### config.mk
export PLATFORM = sky130hd
export DESIGN_NAME = wb_regfile_flat
export DESIGN_NICKNAME = d
export VERILOG_FILES = /design/src/rtl/wb_regfile_if.sv /design/src/rtl/wb_regfile.sv /design/src/flat_wrapper.sv
export SDC_FILE = /design/constraint.sdc
export NUM_CORES = 2
export LEC_CHECK = 0
export CAP_MARGIN = 20
export CORE_ASPECT_RATIO = 1.5
export CORE_MARGIN = 2
export CORE_UTILIZATION = 43
export CTS_CLUSTER_DIAMETER = 200
export DETAILED_ROUTE_END_ITERATION = 7
export GPL_ROUTABILITY_DRIVEN = 0
export PLACE_DENSITY = 0.62
export SLEW_MARGIN = 20
export SYNTH_ARGS = -nofsm -noshare
export SYNTH_HDL_FRONTEND = slang
export SYNTH_SLANG_ARGS = --single-unit
### constraint.sdc
create_clock -name CLK -period 9.8 [get_ports CLK]
set_clock_uncertainty 0.1 [all_clocks]
set_input_delay 2.94 -clock CLK [delete_from_list [all_inputs] [get_ports CLK]]
set_output_delay 2.94 -clock CLK [all_outputs]
set_load 0.005 [all_outputs]
### src/rtl/wb_regfile_if.sv
// Writeback bus between the M/WB register, the register file and decode.
// Master drives writeback controls and read indices; slave returns data.
interface wb_regfile_if #(
   parameter int DATA_W = 32,
   parameter int CNT_W  = 32
);
   logic              MemtoReg;
   logic              RegWr;
   logic [DATA_W-1:0] Do;
   logic [DATA_W-1:0] ALUout;
   logic [4:0]        Rd;
   logic [4:0]        Ra;
   logic [4:0]        Rb;
   logic [DATA_W-1:0] busA;
   logic [DATA_W-1:0] busB;
   logic [DATA_W-1:0] busW;
   logic [CNT_W-1:0]  wb_count;

   modport master (
      output MemtoReg, RegWr, Do, ALUout, Rd, Ra, Rb,
      input  busA, busB, busW, wb_count
   );

   modport slave (
      input  MemtoReg, RegWr, Do, ALUout, Rd, Ra, Rb,
      output busA, busB, busW, wb_count
   );
endinterface

### src/rtl/wb_regfile.sv
// Writeback stage: writeback select, 32x register file, commit counter.
// Define WB_BYPASS_EN for same-cycle write-through on the read ports.
module wb_regfile #(
   parameter int DATA_W = 32,
   parameter int CNT_W  = 32
) (
   input logic          CLK,
   input logic          Resetn,
   wb_regfile_if.slave  bus
);

   logic [DATA_W-1:0] r_regs [32];
   logic [CNT_W-1:0]  r_cnt;
   logic [DATA_W-1:0] w_busW;
   logic              w_commit;
   logic [DATA_W-1:0] w_rdA;
   logic [DATA_W-1:0] w_rdB;

   assign w_busW   = bus.MemtoReg ? bus.Do : bus.ALUout;
   assign w_commit = bus.RegWr && (bus.Rd != 5'd0);

   // Entry 0 is reset but never written, so it holds zero for good.
   always_ff @(posedge CLK or negedge Resetn) begin
      if (!Resetn) begin
         for (int i = 0; i < 32; i++) begin
            r_regs[i] <= '0;
         end
      end else if (w_commit) begin
         r_regs[bus.Rd] <= w_busW;
      end
   end

   always_ff @(posedge CLK or negedge Resetn) begin
      if (!Resetn) begin
         r_cnt <= '0;
      end else if (w_commit) begin
         r_cnt <= r_cnt + 1'b1;
      end
   end

   always_comb begin
      w_rdA = '0;
      w_rdB = '0;
      if (bus.Ra != 5'd0) begin
         w_rdA = r_regs[bus.Ra];
      end
      if (bus.Rb != 5'd0) begin
         w_rdB = r_regs[bus.Rb];
      end
`ifdef WB_BYPASS_EN
      if (w_commit && (bus.Ra == bus.Rd)) begin
         w_rdA = w_busW;
      end
      if (w_commit && (bus.Rb == bus.Rd)) begin
         w_rdB = w_busW;
      end
`endif
   end

   assign bus.busA     = w_rdA;
   assign bus.busB     = w_rdB;
   assign bus.busW     = w_busW;
   assign bus.wb_count = r_cnt;

endmodule

### src/flat_wrapper.sv
// flat-port wrapper written by rule: the top's interface ports become plain ports
module wb_regfile_flat 
#(
   parameter int DATA_W = 32,
   parameter int CNT_W  = 32
)
  (CLK, Resetn, bus_MemtoReg, bus_RegWr, bus_Do, bus_ALUout, bus_Rd, bus_Ra, bus_Rb, bus_busA, bus_busB, bus_busW, bus_wb_count);
  wb_regfile_if #(.DATA_W(DATA_W), .CNT_W(CNT_W)) bus_i ();
  input logic CLK;
  input logic Resetn;
  input wire logic [$bits(bus_i.MemtoReg)-1:0] bus_MemtoReg;
  input wire logic [$bits(bus_i.RegWr)-1:0] bus_RegWr;
  input wire logic [$bits(bus_i.Do)-1:0] bus_Do;
  input wire logic [$bits(bus_i.ALUout)-1:0] bus_ALUout;
  input wire logic [$bits(bus_i.Rd)-1:0] bus_Rd;
  input wire logic [$bits(bus_i.Ra)-1:0] bus_Ra;
  input wire logic [$bits(bus_i.Rb)-1:0] bus_Rb;
  output wire logic [$bits(bus_i.busA)-1:0] bus_busA;
  output wire logic [$bits(bus_i.busB)-1:0] bus_busB;
  output wire logic [$bits(bus_i.busW)-1:0] bus_busW;
  output wire logic [$bits(bus_i.wb_count)-1:0] bus_wb_count;
  assign bus_i.MemtoReg = bus_MemtoReg;
  assign bus_i.RegWr = bus_RegWr;
  assign bus_i.Do = bus_Do;
  assign bus_i.ALUout = bus_ALUout;
  assign bus_i.Rd = bus_Rd;
  assign bus_i.Ra = bus_Ra;
  assign bus_i.Rb = bus_Rb;
  assign bus_busA = bus_i.busA;
  assign bus_busB = bus_i.busB;
  assign bus_busW = bus_i.busW;
  assign bus_wb_count = bus_i.wb_count;
  wb_regfile #(.DATA_W(DATA_W), .CNT_W(CNT_W)) u_core (.CLK(CLK), .Resetn(Resetn), .bus(bus_i));
endmodule
==> After elaboration in Yosys (flattened, before gate mapping) <==
Index checks and enable logic that the tools add are counted.
{ "op_classes": {"add_sub_neg": 1, "multipliers": 0, "n_div": 0, "n_lt_le_gt_ge": 4, "n_eq_ne": 0, "shift": 0, "n_mux": 12, "bitwise_logic": 3, "reduce_logical": 5} }
{ "ops": {"columns": ["op", "count"], "rows": [
  ["1024-bit bitwise mux", 1],
  ["32-bit binary-select mux with 5-bit select", 2],
  ["32-bit two-way mux", 8],
  ["32-bit demux with 5-bit select", 1],
  ["32-bit by 1-bit adder with 32-bit output (second input constant)", 1],
  ["6-bit greater-or-equal comparator (second input constant)", 3],
  ["5-bit inverter with 6-bit output", 3],
  ["5-bit nonzero test", 3],
  ["6-bit by 1-bit less-than comparator with 1-bit output (second input constant)", 1],
  ["1-bit logical AND", 2]
]} }
{ "word_totals": {"ff_bits": 1056, "latchBits": 0, "ramBits": 0, "mem_bits_ro": 0, "out_inout_bits": 128, "elab_cells": 58, "n_memories": 0} }

==> Depth between registers and ports, before layout <==
{ "logic_depth": {"word_depth": 6, "depth_mapped": 9, "ltp_nobuf": 5} }

==> Worst setup path after synthesis <==
Ideal clock, no wire load.
{ "synth_path": {"path_kind": "in2out", "from": "input port bus_Rb[1]", "to": "output port bus_busB[10]", "arrival_ns": 4.515, "slack_ns": 2.245, "path_stages": 8, "path_buffers": 4, "cell_sequence": "buf_2 buf_2 buf_2 buf_4 mux4_2 mux2_2 o21ai_0 a21oi_1"} }
{ "synth_between": {"elab_chain_len": 5} }
{ "synth_rtl": {"columns": ["element", "line", "rtl"], "rows": [
  ["start, declared", "flat_wrapper.sv:17", "input wire logic [$bits(bus_i.Rb)-1:0] bus_Rb;"],
  ["5-bit inverter with 6-bit output (implied by the code)", "wb_regfile.sv:48", "w_rdB = r_regs[bus.Rb];"],
  ["32-bit binary-select mux with 5-bit select", "wb_regfile.sv:48", null],
  ["32-bit two-way mux (implied by the code) (2 in a row)", "wb_regfile.sv:48", null],
  ["32-bit two-way mux (*)", "wb_regfile.sv:47", "if (bus.Rb != 5'd0) begin"],
  ["end, declared", "flat_wrapper.sv:19", "output wire logic [$bits(bus_i.busB)-1:0] bus_busB;"]
]} }
Mark *: on every way between the ends. The rest lies on a longest branch, timed or not. The select of a mux whose other input is x is not followed.

==> Final worst setup path <==
{ "layout_path": {"from": "input port bus_Rb[3]", "to": "output port bus_busB[22]"} }
The elaborated chain is that of the path after synthesis.

==> run_results.csv <==
group,metric,value,unit
timing,slew_headroom,18.7,%
detailed_routing,dr.pass1.iters,6,
synth,netlist_top_cells_count,"dfrtp_1 (1056), a21oi_1 (682), nor2_1 (645)",
power_and_ir_drop,ir_drop,0.135,mV
detailed_routing,vias,40100,
synth,synth_top_area_share,48.5,%
final_layout,fillers,11100,
worst_hold_path,hp-class,"register to register",
grt,grt_pass1_wl,268000,um
final_layout,layout-area-overhead-vs-synth,13.4,%
synth,ys_seq_area_share,48.5,%
synth,synth_area,54400,um2
clock_tree,clk_latency,720,ps
floorplan,row_count,159,
worst_hold_path,whs_path_depth,0,
clock_tree,clock_path_buffers,3,
final_layout,finish.utilization,49.2,%
floorplan,dieArea,130000,um2
worst_setup_path,endpoint_kind,"output pin",
grt,antenna_found_initial,5,
clock_tree,post_cts_buffers,0,
worst_setup_path,start_kind,"primary input",
synth,yosysTopAreaCell,"dfrtp_1",
power_and_ir_drop,p_per_area,211,nW/um2
floorplan,die_w,295,um
synth,synth_edf_count,0,
synth,ys_seq_elements,1056,
clock_tree,clock_sinks,1056,
place,port_buffers,210,
worst_setup_path,path_max_fanout,18,
final_layout,ff_latch_area,26400,um2
floorplan,core-area,125000,um2
floorplan,start_util,43.4,%
timing,rsz0062_at_grt,"no",
synth,synth_area_leaders,"dfrtp_1 (49%), mux4_2 (20%), a21oi_1 (6.3%), nor2_1 (4.4%), o21ai_0 (3.9%)",
synth,synth_warnings,0,
worst_hold_path,hold_start,"u_core.r_regs[1014]$_DFFE_PN0P_",
final_layout,fin_cells,6463,
place,dpl.hpwl,106000,um
timing,post-route-period-util,92.1,%
detailed_routing,antenna_left,0,
worst_setup_path,worstReg2RegEnd,"u_core.bus.wb_count[31]$_DFFE_PN0P_",
floorplan,ios,211,
worst_setup_path,cp.arrival,5990,ps
timing,fin_crit,9030,ps
final_layout,nets,4856,
timing,finalSetupViolations,0,
clock_tree,cts.repair.resized,0,
floorplan,die_height,440,um
detailed_routing,drt_iter0_markers,4045,
power_and_ir_drop,leakage,25.7,nW
detailed_routing,wl_per_cell,27.9,um
flow_run,drv_cap,0,
worst_hold_path,worstHoldEndpoint,"u_core.r_regs[1014]$_DFFE_PN0P_",
clock_tree,numCtsBuffers,101,
synth,syn_nets,4888,
final_layout,drive_gt1_share,20.6,%
clock_tree,hold_buffers,0,
timing,fin_tns_setup,0,ps
grt,grt_overflow_total,0,
synth,async_flop_share,100,%
grt,grt_pass1_vias,40600,
place,placed_cells,6277,
timing,hold_ws,293,ps
synth,yosysMostFrequentCell,"dfrtp_1",
grt,grt_max_degree,173,
final_layout,multi_input_comb_area,26000,um2
worst_setup_path,path_class,"primary input to output pin",
detailed_routing,drc,0,
timing,hold_viol,0,
synth,dominantRegCellSynth,"dfrtp_1",
clock_tree,htreeDepth,3,
timing,fmax,0.111,GHz
synth,avgSynthCellArea,11.3,um2
worst_setup_path,reg2regPathDepth,5,
detailed_routing,drt_wl_total,180000,um
grt,grt_usage,28.2,%
clock_tree,cts_tree,"built",
timing,finalMaxSlewViolations,0,
status,outcome,"finished, final reports clean",
worst_setup_path,r2r_start,"u_core.bus.wb_count[3]$_DFFE_PN0P_",
timing,tightestPinTransition,1220,ps
synth,synth_cells,4804,
clock_tree,root_buffer,"clkbuf_16",
synth,synth_cell_type_count,50,
worst_setup_path,required,6760,ps
detailed_routing,viasPerCell,6.20,
power_and_ir_drop,finalPower,0.0130,W
worst_setup_path,r2r_slack,7550,ps
clock_tree,clk_pin_slew,60,ps
==> worst max path at each step <==
stage | from | endpoint | slack, ps
finish | bus_Rb[3] | bus_busB[22] | 770
global route | bus_Rb[3] | bus_busB[16] | 670
CTS | bus_Rb[3] | bus_busB[16] | 830
detailed placement | bus_Rb[3] | bus_busB[16] | 830
global placement | bus_Ra[1] | bus_busA[31] | 550
floorplan | bus_Rb[1] | bus_busB[10] | 2250
==> placed cells by master (no fill, tap or decap), drive strengths merged, types with 2 or more instances in the layout <==
cell and n:
dfrtp 1056, a21oi 682, nor2 645, mux4 512
nand2 454, o21ai 424, clkdlybuf4s50 198, buf 188
clkbuf 156, mux2i 114, mux2 86, a22oi 46
inv 40, nor2b 35, a31oi 29, a211oi 25
xnor2 21, a221oi 18, a2111oi 17, xor2 10
nand4 9, clkinv 9, nor3 9, a211o 8
and4 8, nand3 8, bufinv 7, diode 6
and2 5, nand2b 5, nor4 5, and3 4
nand4b 3, or2 2, nor3b 2, or4 2
==> state kept, by name, indices dropped and copies added, names as in the netlist <==
register             count
u_core.bus.wb_count     32
u_core.r_regs         1024
==> critical path, cell delays in order <==
cell	delay (ps)
buf_2	380
or2_2	470
nor4_4	660
buf_4	430
a21oi_1	70
o21ai_0	190
a31oi_1	170
clkdlybuf4s50_1	640
==> metal layers <==
layer	part of all wire (%)	global-route usage, %	routed length [um]	up-vias
li1	-	-	-	17300
met1	39	36.2	70100	20600
met2	48	46.3	87100	1752
met3	7.5	4.76	13400	435
met4	5.4	14.4	9730	4
met5	0.015	0	27	-
==> cell type report <==
| class | instances | area share (%) |
|---|---|---|
| flip-flops and latches | 1056 | 42.8 |
| clock inverters | 22 | 0.515 |
| repair buffers | 386 | 6.20 |
| diodes | 6 | 0.0243 |
| well taps | 1610 | 3.26 |
| inverters | 35 | 0.213 |
| multi-input cells | 3192 | 42.2 |
| clock buffers | 156 | 4.81 |
==> through the flow <==
stage	instance area (um2)	worst slack [ps]
after floorplan	54400	2250
after global placement	58400	554
after detailed placement	58400	827
after CTS	61700	825
after global routing	61700	670
final	61700	771
==> power breakdown <==
part           internal, W  switching (W)
logic              0.00164        0.00136
clock network      0.00226        0.00176
registers          0.00530       0.000718
total              0.00920        0.00383
==> cell families (layout without fill, tap and decap cells) <==
logic type               count (synthesis)  in the layout  share of synthesized area [%]
multiplexers                           712            712                           25.2
adder cells (fa/ha/maj)                  1              1                         0.0230
AND/OR/NAND/NOR                       1196           1196                           8.81
other                                    0              6                              0
XOR/XNOR                                31             31                          0.499
buffers and inverters                  556            599                           4.59
AO/OA/AOI/OAI                         1252           1252                           12.3
flip-flops                            1056           1056                           48.5
Power figures use the tool's default switching activity.
